### src/rtl/alu_instr_sequencer.sv
// Hardwired fetch + R-format ALU sequencer: Moore strobes per T-state, 6 cycles/instr with ready memory.
// Stalls in T1W while mem_ready is low and faults after MEM_TIMEOUT wait cycles; run is honoured only at instruction boundaries.
module alu_instr_sequencer #(
  parameter int          NREGS       = 16,
  parameter int          OPC_W       = 5,
  parameter logic [31:0] RFMT_MASK   = 32'h0000_7FFF,
  parameter int          MEM_TIMEOUT = 16,
  parameter int          CNT_W       = 16
) (
  input  logic             clock,
  input  logic             clear,
  input  logic             run,
  input  logic             mem_ready,
  input  logic [31:0]      ir_value,
  output logic             pc_out,
  output logic             inc_pc,
  output logic             mar_in,
  output logic             z_in,
  output logic             zlo_out,
  output logic             pc_in,
  output logic             mem_read,
  output logic             mdr_in,
  output logic             mdr_out,
  output logic             ir_in,
  output logic             y_in,
  output logic [OPC_W-1:0] alu_op,
  output logic [NREGS-1:0] reg_in,
  output logic [NREGS-1:0] reg_out,
  output logic             busy,
  output logic             instr_done,
  output logic             illegal,
  output logic             fault,
  output logic [CNT_W-1:0] retired
);

  localparam int              WC_W    = $clog2(MEM_TIMEOUT + 1);
  localparam logic [WC_W-1:0] TO_V    = WC_W'(MEM_TIMEOUT);
  localparam logic [4:0]      NREGS_V = 5'(NREGS);

  typedef enum logic [3:0] {
    S_IDLE, S_T0, S_T1, S_T1W, S_T2, S_T3, S_T4, S_T5, S_FAULT
  } state_t;

  state_t           state_q, state_d;
  logic [WC_W-1:0]  wcnt_q, wcnt_d;
  logic [CNT_W-1:0] retired_q, retired_d;

  logic [OPC_W-1:0] opcode;
  logic [3:0]       ra, rb, rc;
  logic             legal_op, legal;
  logic [NREGS-1:0] ra_oh, rb_oh, rc_oh;
  logic [WC_W-1:0]  wcnt_inc;
  logic             unused_ir;

  assign opcode    = ir_value[31 -: OPC_W];
  assign ra        = ir_value[26:23];
  assign rb        = ir_value[22:19];
  assign rc        = ir_value[18:15];
  assign unused_ir = ^ir_value[14:0];

  // Register fields are always 4 bits wide; indices at or above NREGS are illegal.
  assign legal_op = |(RFMT_MASK & (32'd1 << opcode));
  assign legal    = legal_op && ({1'b0, ra} < NREGS_V) && ({1'b0, rb} < NREGS_V)
                    && ({1'b0, rc} < NREGS_V);

  assign ra_oh    = NREGS'(1) << ra;
  assign rb_oh    = NREGS'(1) << rb;
  assign rc_oh    = NREGS'(1) << rc;
  assign wcnt_inc = wcnt_q + WC_W'(1);

  always_ff @(posedge clock) begin
    if (clear) begin
      state_q   <= S_IDLE;
      wcnt_q    <= '0;
      retired_q <= '0;
    end else begin
      state_q   <= state_d;
      wcnt_q    <= wcnt_d;
      retired_q <= retired_d;
    end
  end

  always_comb begin
    state_d    = state_q;
    wcnt_d     = wcnt_q;
    retired_d  = retired_q;
    pc_out     = 1'b0;
    inc_pc     = 1'b0;
    mar_in     = 1'b0;
    z_in       = 1'b0;
    zlo_out    = 1'b0;
    pc_in      = 1'b0;
    mem_read   = 1'b0;
    mdr_in     = 1'b0;
    mdr_out    = 1'b0;
    ir_in      = 1'b0;
    y_in       = 1'b0;
    alu_op     = '0;
    reg_in     = '0;
    reg_out    = '0;
    instr_done = 1'b0;
    illegal    = 1'b0;
    fault      = 1'b0;
    case (state_q)
      S_IDLE: if (run) state_d = S_T0;
      S_T0: begin
        pc_out  = 1'b1;
        mar_in  = 1'b1;
        inc_pc  = 1'b1;
        z_in    = 1'b1;
        state_d = S_T1;
      end
      S_T1: begin
        zlo_out  = 1'b1;
        pc_in    = 1'b1;
        mem_read = 1'b1;
        mdr_in   = 1'b1;
        state_d  = mem_ready ? S_T2 : S_T1W;
      end
      S_T1W: begin
        // PC was already loaded in T1, so only the memory strobes are held here.
        mem_read = 1'b1;
        mdr_in   = 1'b1;
        if (mem_ready) begin
          state_d = S_T2;
          wcnt_d  = '0;
        end else if (wcnt_inc == TO_V) begin
          state_d = S_FAULT;
          wcnt_d  = '0;
        end else begin
          wcnt_d  = wcnt_inc;
        end
      end
      S_T2: begin
        mdr_out = 1'b1;
        ir_in   = 1'b1;
        state_d = S_T3;
      end
      S_T3: begin
        if (legal) begin
          reg_out = rb_oh;
          y_in    = 1'b1;
          state_d = S_T4;
        end else begin
          illegal = 1'b1;
          state_d = run ? S_T0 : S_IDLE;
        end
      end
      S_T4: begin
        reg_out = rc_oh;
        z_in    = 1'b1;
        alu_op  = opcode;
        state_d = S_T5;
      end
      S_T5: begin
        zlo_out    = 1'b1;
        reg_in     = ra_oh;
        instr_done = 1'b1;
        retired_d  = retired_q + CNT_W'(1);
        state_d    = run ? S_T0 : S_IDLE;
      end
      S_FAULT: fault = 1'b1;
      default: state_d = S_IDLE;
    endcase
  end

  assign busy    = (state_q != S_IDLE) && (state_q != S_FAULT);
  assign retired = retired_q;

endmodule

### config.mk
export PLATFORM = sky130hd
export DESIGN_NAME = alu_instr_sequencer
export DESIGN_NICKNAME = d
export VERILOG_FILES = /design/src/rtl/alu_instr_sequencer.sv
export SDC_FILE = /design/constraint.sdc
export NUM_CORES = 1
export LEC_CHECK = 0
export CORE_MARGIN = 8
export CORE_UTILIZATION = 39
export CTS_BUF_LIST = sky130_fd_sc_hd__clkbuf_2
export CTS_CLUSTER_DIAMETER = 150
export DETAILED_ROUTE_END_ITERATION = 6
export MAX_ROUTING_LAYER = met4
export PLACE_DENSITY = 0.79
export SLEW_MARGIN = 10
export SYNTH_ARGS = -nofsm -noshare
export SYNTH_HDL_FRONTEND = slang
export SYNTH_SLANG_ARGS = --single-unit
### constraint.sdc
create_clock -name clock -period 2.83 [get_ports clock]
set_input_delay 0.566 -clock clock [delete_from_list [all_inputs] [get_ports clock]]
set_output_delay 0.566 -clock clock [all_outputs]
set_load 0.02 [all_outputs]
After elaboration in Yosys (flattened, before gate mapping)
Cells that the tools add are included.
Operators by class
  $add $sub $neg: 2
  equal/unequal tests: 12
  shift-type cells: 4
  multiplexer cells: 25
  bitwise logic cells: 1
  reductions and logical operators: 8
Operator list (number)
  << shifter 1 x 4 -> 16 bit, first input constant: 3
  one-hot mux 4 bit (9 select lines): 1
  two-way mux 16 bit: 2
  one-hot mux 16 bit (2 select lines): 1
  adder 16 x 1 -> 16 bit, second input constant: 1
  == test 4 x 3 -> 1 bit, second input constant: 4
  two-way mux 5 bit: 3
  OR reduction 15 bit: 1
  << shifter 1 x 5 -> 15 bit, first input constant: 1
  two-way mux 1 bit: 13
  two-way mux 4 bit: 3
  == test 4 x 2 -> 1 bit, second input constant: 2
  two-way mux 3 bit: 2
  OR reduction 2 bit: 3
  adder 5 x 1 -> 5 bit, second input constant: 1
  == test 5 bit, second input constant: 1
  == test 4 x 1 -> 1 bit, second input constant: 1
  == test 4 bit, second input constant: 1
  zero test 4 bit: 1
  != test 4 bit, second input constant: 1
  nonzero test 4 bit: 1
  != test 3 bit, second input constant: 1
  AND reduction 3 bit: 1
  != test 2 bit, second input constant: 1
  other kinds (2): 2
Storage, ports and cells
  register bits after elaboration: 25
  bits of input ports: 36
  output and inout bits: 68
  logic and storage cells: 55

Depth between registers and ports, before layout
Gate-level depths: netlist of run 1.
  depth after elaboration: 5
  depth in mapped cells: 7
  gate-level depth less buffers: 5

Least setup slack after synthesis of run 1
Ideal clock, no wire load.
  kind: input-to-output
  start: input port ir_value[30]
  end: output port reg_out[1]
  data arrival time: 2.234 ns
  required time: 2.264 ns
  slack: 0.030 ns
  stages on the path: 4
  path buffers: 0
  cells stage by stage: a41oi_1 nor4b_4 or3b_2 o22ai_1
Between the ends
  word-level cells in the longest chain between the ends: 4
RTL lines
  start: declaration: line 14  | input logic [31:0] ir_value,
  << shifter 1 x 5 -> 15 bit: line 62  | assign legal_op = |(RFMT_MASK & (32'd1 << opcode));
  OR reduction 15 bit: line 62
  two-way mux 16 bit: line 140  | if (legal) begin
  one-hot mux 16 bit (2 select lines): line 104  | case (state_q)
  end: declaration: line 28  | output logic [NREGS-1:0] reg_out,
Every way passes these cells.

Final worst setup path of run 1
  start: input port ir_value[29]
  end: output port reg_out[0]
The elaborated chain is that of the path after synthesis.

==> flow_metrics.tcl, run 1 <==
set metrics [dict create \
    cts-htree-levels 1 \
    power.density_mw_per_mm2 272 \
    gp_congestion 0.862 \
    end_kind "output pin" \
    die_area_mm2 0.00681 \
    netSwitchingPower_mw 0.252 \
    dr.first_iter.drc_count 59 \
    cts_hold_buf 0 \
    clkLatencyLatePin_ns 0.36 \
    p_sw_share_pct 33.0 \
    clock_skew_ns 0.00667 \
    worstSetupPathType "input port to output pin" \
    worstPathCellList "clkdlybuf4s50_1, a41oi_2, nor4b_4, or3b_4, o22ai_1, buf_2" \
    die_h_um 82.5 \
    slowest_stage "or3b_4" \
    synth_cell_types 46 \
    slew_headroom_pct 54.9 \
    final_nets 370 \
    slowest_delay_ns 0.44 \
    p_int_mw 0.512 \
    critPathMaxFanout 4 \
    synth_area_mm2 0.00173 \
    dr.pass1.iters 4 \
    hold_depth 2 \
    synth_edf_count 0 \
    p_total_mw 0.765 \
    max-cap-violations 0 \
    max_slew.worst_pin.slew_ns 0.675 \
    clk_pin_slew_worst_paths_ns 0.25 \
    status "finished clean" \
    ff2ff_setup_slack_ns 0.84 \
    rows 24 \
    ys_seq_area_share_pct 29.0 \
    synth-main-ff-cell "dfxtp_1" \
    diodes 0 \
    grt_pass1_wl_mm 8.94 \
    portBuffers 88 \
    ir_drop_mv 0.307 \
    ant_nets 0 \
    cp_top_family "simple AND/OR/NAND/NOR gates" \
    grt_overflow 0 \
    ys_ff_latch 25 \
    whs_endpoint "retired[15]" \
    finalSetupViolCount 0 \
    timing.rr.start "state_q[0]" \
    hold_class "flop to flop" \
    p_leak_nw 1.25 \
    core_mm2 0.00429 \
    timing.final.crit_share_pct 97.5 \
    final_cell_mix "53 x clkdlybuf4s50_1, 34 x nor2_1, 24 x dfxtp_1, 23 x buf_4, 16 x nand2_1" \
    dp.final_hpwl_mm 4.59 \
    seqPwrFrac_pct 48.3 \
    initial_core_util_pct 40.2 \
    drive_gt1_share_pct 19.3 \
    hold_start "retired[15]" \
    fillCellCount 397 \
    synth_area_per_cell_um2 7.37 \
    path_buf_inv 2 \
    worstReg2RegEnd "retired[15]" \
    reg2reg_depth 6 \
    fmax_mhz 362 \
    cts_max_path_buffers 2 \
    clockPowerShare_pct 19.4 \
    dieWidth_um 82.5 \
    cts_buffers 3 \
    drv_slew 0 \
    io_pins 104 \
    grt_pass1_vias 1945 \
    grt_use_total_pct 16.7 \
    cts_sinks 25 \
    grt_max_degree 20 \
    drc 0 \
    yosysWarningCount 0 \
    hold_violations 0 \
    avgRoutedWirePerCell_um 15.2 \
    netlist_instances 234 \
    crit_cells 6 \
    vias 2067 \
    final_common_cell "clkdlybuf4s50_1" \
    wl_mm 5.81 \
    layout_min_cycle_time_ns 2.76 \
    syn_nets 272 \
    tns_ns 0 \
    cts-root-buf "clkbuf_2" \
    vias_per_cell 5.40 \
    cts_tree "yes" \
    async_flop_share_pct 0 \
    grt_antenna_before_repair 0 \
    p_comb_share_pct 32.3 \
    cp-start-kind "input port" \
    crit_arrival_ns 2.19 \
    critPathRequiredTime_ns 2.26 \
    area_delta_synth_final_pct 62.9 \
]
==> flip-flops by register name, indices dropped and copies added (netlist names) <==
signal   flops
retired     16
wcnt_q       5
state_q      4
==> per-stage QoR <==
| step | setup WS [ns] | std cells | hold WS (ns) | cell area (µm²) | util [%] |
|---|---|---|---|---|---|
| after floorplan | 0.0299 | 234 | 0.456 | 1730 | - |
| after global placement | -0.538 | 378 | 0.478 | 2740 | 63.8 |
| after detailed placement | -0.577 | 378 | 0.475 | 2740 | 63.8 |
| after CTS | 0.00404 | 382 | 0.502 | 2740 | 63.8 |
| after global routing | -0.0127 | 383 | 0.522 | 2810 | 65.5 |
| final | 0.0701 | 383 | 0.499 | 2810 | 65.5 |
==> area by class of cell <==
class                      instances  area (µm²)  area share, %
multi-input combinational        185        1180           42.1
timing repair buffer             108        1010           35.8
sequential                        25         502           17.8
tap                               52        65.1           2.31
inverter                           9        33.8           1.20
clock buffer                       3        15.0          0.534
clock inverter                     1        7.51          0.267
==> worst max-delay path by stage <==
| stage | endpoint | slack [ns] | from |
|---|---|---|---|
| global route | reg_out[0] | -0.01 | ir_value[29] |
| CTS | y_in | 0.004 | ir_value[30] |
| floorplan | reg_out[1] | 0.03 | ir_value[30] |
| detailed placement | reg_out[1] | -0.58 | ir_value[30] |
| finish | reg_out[0] | 0.07 | ir_value[29] |
| global placement | reg_out[5] | -0.54 | ir_value[30] |
==> routing by layer <==
metal	up-vias	GRT usage [%]	part of all wire, %	wire (µm)
met5	-	-	0	0
met4	0	5.86	1.9	112
met3	10	3.14	8.4	487
met2	58	30.1	50	2880
met1	956	17.7	40	2330
li1	1043	-	-	-
==> cell usage after synthesis, drive strengths merged, types with 3 or more instances <==
cell type	n	share of area [%]
a21oi	14	4.1
and2	6	2.2
buf	8	2.8
clkbuf	7	1.5
dfxtp	25	29
inv	8	1.7
nand2	16	3.5
nand2b	7	2.5
nand3	10	2.9
nand3b	6	2.6
nand4	3	1.5
nor2	34	7.4
nor2b	3	1.1
nor3	10	3.2
nor4	6	2.5
o21ai	5	1.5
o22ai	17	6.2
o31ai	4	1.7
or2	7	2.5
or3	4	1.5
or4	3	1.3
xnor2	6	3.0
xor2	3	1.5
==> timing repair <==
action / 4_1_cts / 5_1_grt
setup buffers: 0 / 1
pin swaps: 0 / 4
gates resized for setup: 58 / 42
setup endpoints to repair: 23 / 29
==> power by group through the flow <==
stage	clock [mW]	sequential [mW]	combinational (mW)
final	0.148	0.369	0.247
after global routing	0.168	0.372	0.265
after CTS	0.152	0.369	0.244
after detailed placement	0	0.375	0.243
after global placement	0	0.375	0.240
after floorplan	0	0.373	0.129
==> worst min-delay path, cell delays in order (launching register included) <==
cell and delay [ns]:
dfxtp_1 0.38, o31ai_1 0.06, a21oi_1 0.05
==> kinds of logic after synthesis <==
group / count (synthesis) / share of synthesized area (%)
buffers and inverters: 24 / 6.31
adder cells (fa/ha/maj): 2 / 1.45
AND/OR/NAND/NOR: 124 / 40.1
AO/OA/AOI/OAI: 48 / 17.3
multiplexers: 2 / 1.31
flip-flops: 25 / 29.0
XOR/XNOR: 9 / 4.57
No activity file was read; power rests on OpenSTA's default activity.
==> run 2, diff against run 1 <==
--- a/config.mk
+++ b/config.mk
@@ -5,8 +5,10 @@
 export SDC_FILE = /design/constraint.sdc
 export NUM_CORES = 1
 export LEC_CHECK = 0
+export CELL_PAD_IN_SITES_DETAIL_PLACEMENT = 0
+export CELL_PAD_IN_SITES_GLOBAL_PLACEMENT = 1
 export CORE_MARGIN = 8
-export CORE_UTILIZATION = 39
+export CORE_UTILIZATION = 26
 export CTS_BUF_LIST = sky130_fd_sc_hd__clkbuf_2
 export CTS_CLUSTER_DIAMETER = 150
 export DETAILED_ROUTE_END_ITERATION = 6
==> run 2 against run 1 <==
Effect of this change:
- flip-flop and latch count stayed put
- routed wire length rose by 2.9%
- global-route usage decreased by 4.3 points
- register-to-register slack got worse by 0.13 ns
- combinational power barely moved
- clock power decreased by 5%
- sequential share of layout area up 0.056 points
- critical endpoint is now reg_out[4]
- highest routed layer unchanged
==> flow_metrics.tcl, run 2 (synthesis gave the netlist of run 1 again) <==
set metrics [dict create \
    status "finished clean" \
    gp_congestion 0.805 \
    ff2ff_setup_slack_ns 0.71 \
    critPathMaxFanout 4 \
    final_nets 370 \
    cp-endpoint "reg_out[4]" \
    p_total_mw 0.757 \
    layout_min_cycle_time_ns 2.77 \
    final_common_cell "clkdlybuf4s50_1" \
    cp_top_family "simple AND/OR/NAND/NOR gates" \
    portBuffers 88 \
    clkLatencyLatePin_ns 0.34 \
    initial_core_util_pct 27.0 \
    die_area_mm2 0.00950 \
    path_buf_inv 2 \
    finalSetupViolCount 0 \
    drc 0 \
    power.density_mw_per_mm2 270 \
    rsz0062_at_grt "yes" \
    grt_pass1_wl_mm 9.85 \
    dpl_worst_slack_ns -0.609 \
    io_pins 104 \
    core_mm2 0.00639 \
    ant_nets 0 \
    drv_slew 0 \
    fmax_mhz 361 \
    grt_pass1_vias 1969 \
    cts_buffers 3 \
    area_delta_synth_final_pct 62.4 \
    grt_max_degree 21 \
    multi_input_area_mm2 0.00117 \
    cts_max_path_buffers 2 \
    dp.final_hpwl_mm 4.73 \
    dr.first_iter.drc_count 90 \
    dieWidth_um 97.5 \
    seq_area_um2 502 \
    end_kind "output pin" \
    clockPowerShare_pct 18.6 \
    crit_cells 6 \
    hold_violations 0 \
    cp-start-kind "input port" \
    whs_ns 0.505 \
    seqPwrFrac_pct 48.5 \
    p_sw_share_pct 31.7 \
    p_int_mw 0.517 \
    vias_per_cell 5.03 \
    clk_pin_slew_worst_paths_ns 0.23 \
    crit_arrival_ns 2.21 \
    p_leak_nw 1.19 \
    setup_ws_ns 0.0575 \
    critPathRequiredTime_ns 2.26 \
    final_cell_mix "53 x clkdlybuf4s50_1, 34 x nor2_1, 24 x dfxtp_1, 23 x buf_4, 16 x nand2_1" \
    grt_antenna_before_repair 0 \
    max-cap-violations 0 \
    drive_gt1_share_pct 19.6 \
    die_h_um 97.5 \
    grt_overflow 0 \
    tns_ns 0 \
    worstSetupPathType "input port to output pin" \
    clock_skew_ns 0.00790 \
    dr.pass1.iters 4 \
    diodes 0 \
    cts_sinks 25 \
    fillCellCount 663 \
    vias 2051 \
    cts-htree-levels 1 \
    rows 29 \
    reg2reg_depth 7 \
    p_comb_share_pct 32.8 \
    avgRoutedWirePerCell_um 14.6 \
    slowest_stage "or3b_4" \
    wl_mm 5.97 \
    slew_headroom_pct 51.3 \
    cts-root-buf "clkbuf_2" \
    timing.rr.start "state_q[0]" \
    ir_drop_mv 0.199 \
    hold_class "flop to flop" \
    cts_tree "yes" \
    largest_reg_flops 16 \
    final_util_pct 43.9 \
    netSwitchingPower_mw 0.240 \
    max_slew.worst_pin.slew_ns 0.729 \
    startpoint "ir_value[27]" \
    slowest_delay_ns 0.45 \
    timing.final.crit_share_pct 98.0 \
    worstReg2RegEnd "retired[15]" \
    grt_use_total_pct 12.3 \
    worstPathCellList "clkdlybuf4s50_1, a41oi_2, nor4b_4, or3b_4, o22ai_2, buf_6" \
]
-- run 2: cell types whose count changed in the layout (fill, tap and decap cells not counted), moves of 2 or more --
| cell | previous run | this run |
|---|---|---|
| clkbuf_2 | 7 | 5 |
| buf_2 | 6 | 11 |
| dlymetal6s2s_1 | 14 | 9 |
| clkdlybuf4s15_1 | 0 | 3 |
-- run 2: power by group through the flow --
stage                     sequential, mW  combinational [mW]  clock [mW]
after detailed placement           0.374               0.247           0
after CTS                          0.368               0.248       0.155
after global routing               0.370               0.269       0.165
final                              0.367               0.249       0.141
after global placement             0.374               0.245           0
after floorplan                    0.373               0.129           0
-- run 2: worst min path at each step --
stage | slack (ns) | end | depth (start not counted) | start
global route | 0.54 | retired[15] | 2 | retired[15]
finish | 0.51 | retired[15] | 2 | retired[15]
global placement | 0.48 | retired[15] | 2 | retired[15]
detailed placement | 0.49 | retired[13] | 2 | retired[13]
floorplan | 0.46 | wcnt_q[4] | 1 | wcnt_q[4]
CTS | 0.51 | retired[15] | 2 | retired[15]
-- run 2: worst register-to-register path, stage by stage (launching register included) --
cell and delay (ns):
dfxtp_1 0.38, buf_4 0.18, nand4b_1 0.20, buf_4 0.20, buf_4 0.16, or2_1 0.34
or4_1 0.49, a21oi_1 0.14
-- run 2: metal layers --
layer	global-route usage, %	vias up	share of wire [%]
met5	-	-	0
li1	-	1033	-
met2	19.8	55	46
met4	2.21	0	0.67
met1	15.5	959	47
met3	2.92	4	5.5
-- run 2: layout make-up --
class,instances,share of cell area (%)
Sequential cell,25,17.9
Timing Repair Buffer,108,35.0
Multi-Input combinational cell,185,41.7
Inverter,9,1.25
Tap cell,77,3.44
Clock buffer,4,0.714
-- run 2: timing repair --
action | 4_1_cts | 5_1_grt
buffers inserted | 1 | 1
endpoints found under the setup margin | 31 | 31
pin swaps | 0 | 2
hold buffers | 0 | 0
cloned | 0 | 0
gates resized for setup | 69 | 38
-- run 2: per-stage QoR --
stage,instances,cell area [µm²]
global placement,402,2760
floorplan,234,1730
CTS,407,2770
finish,408,2800
global route,408,2800
detailed placement,402,2760
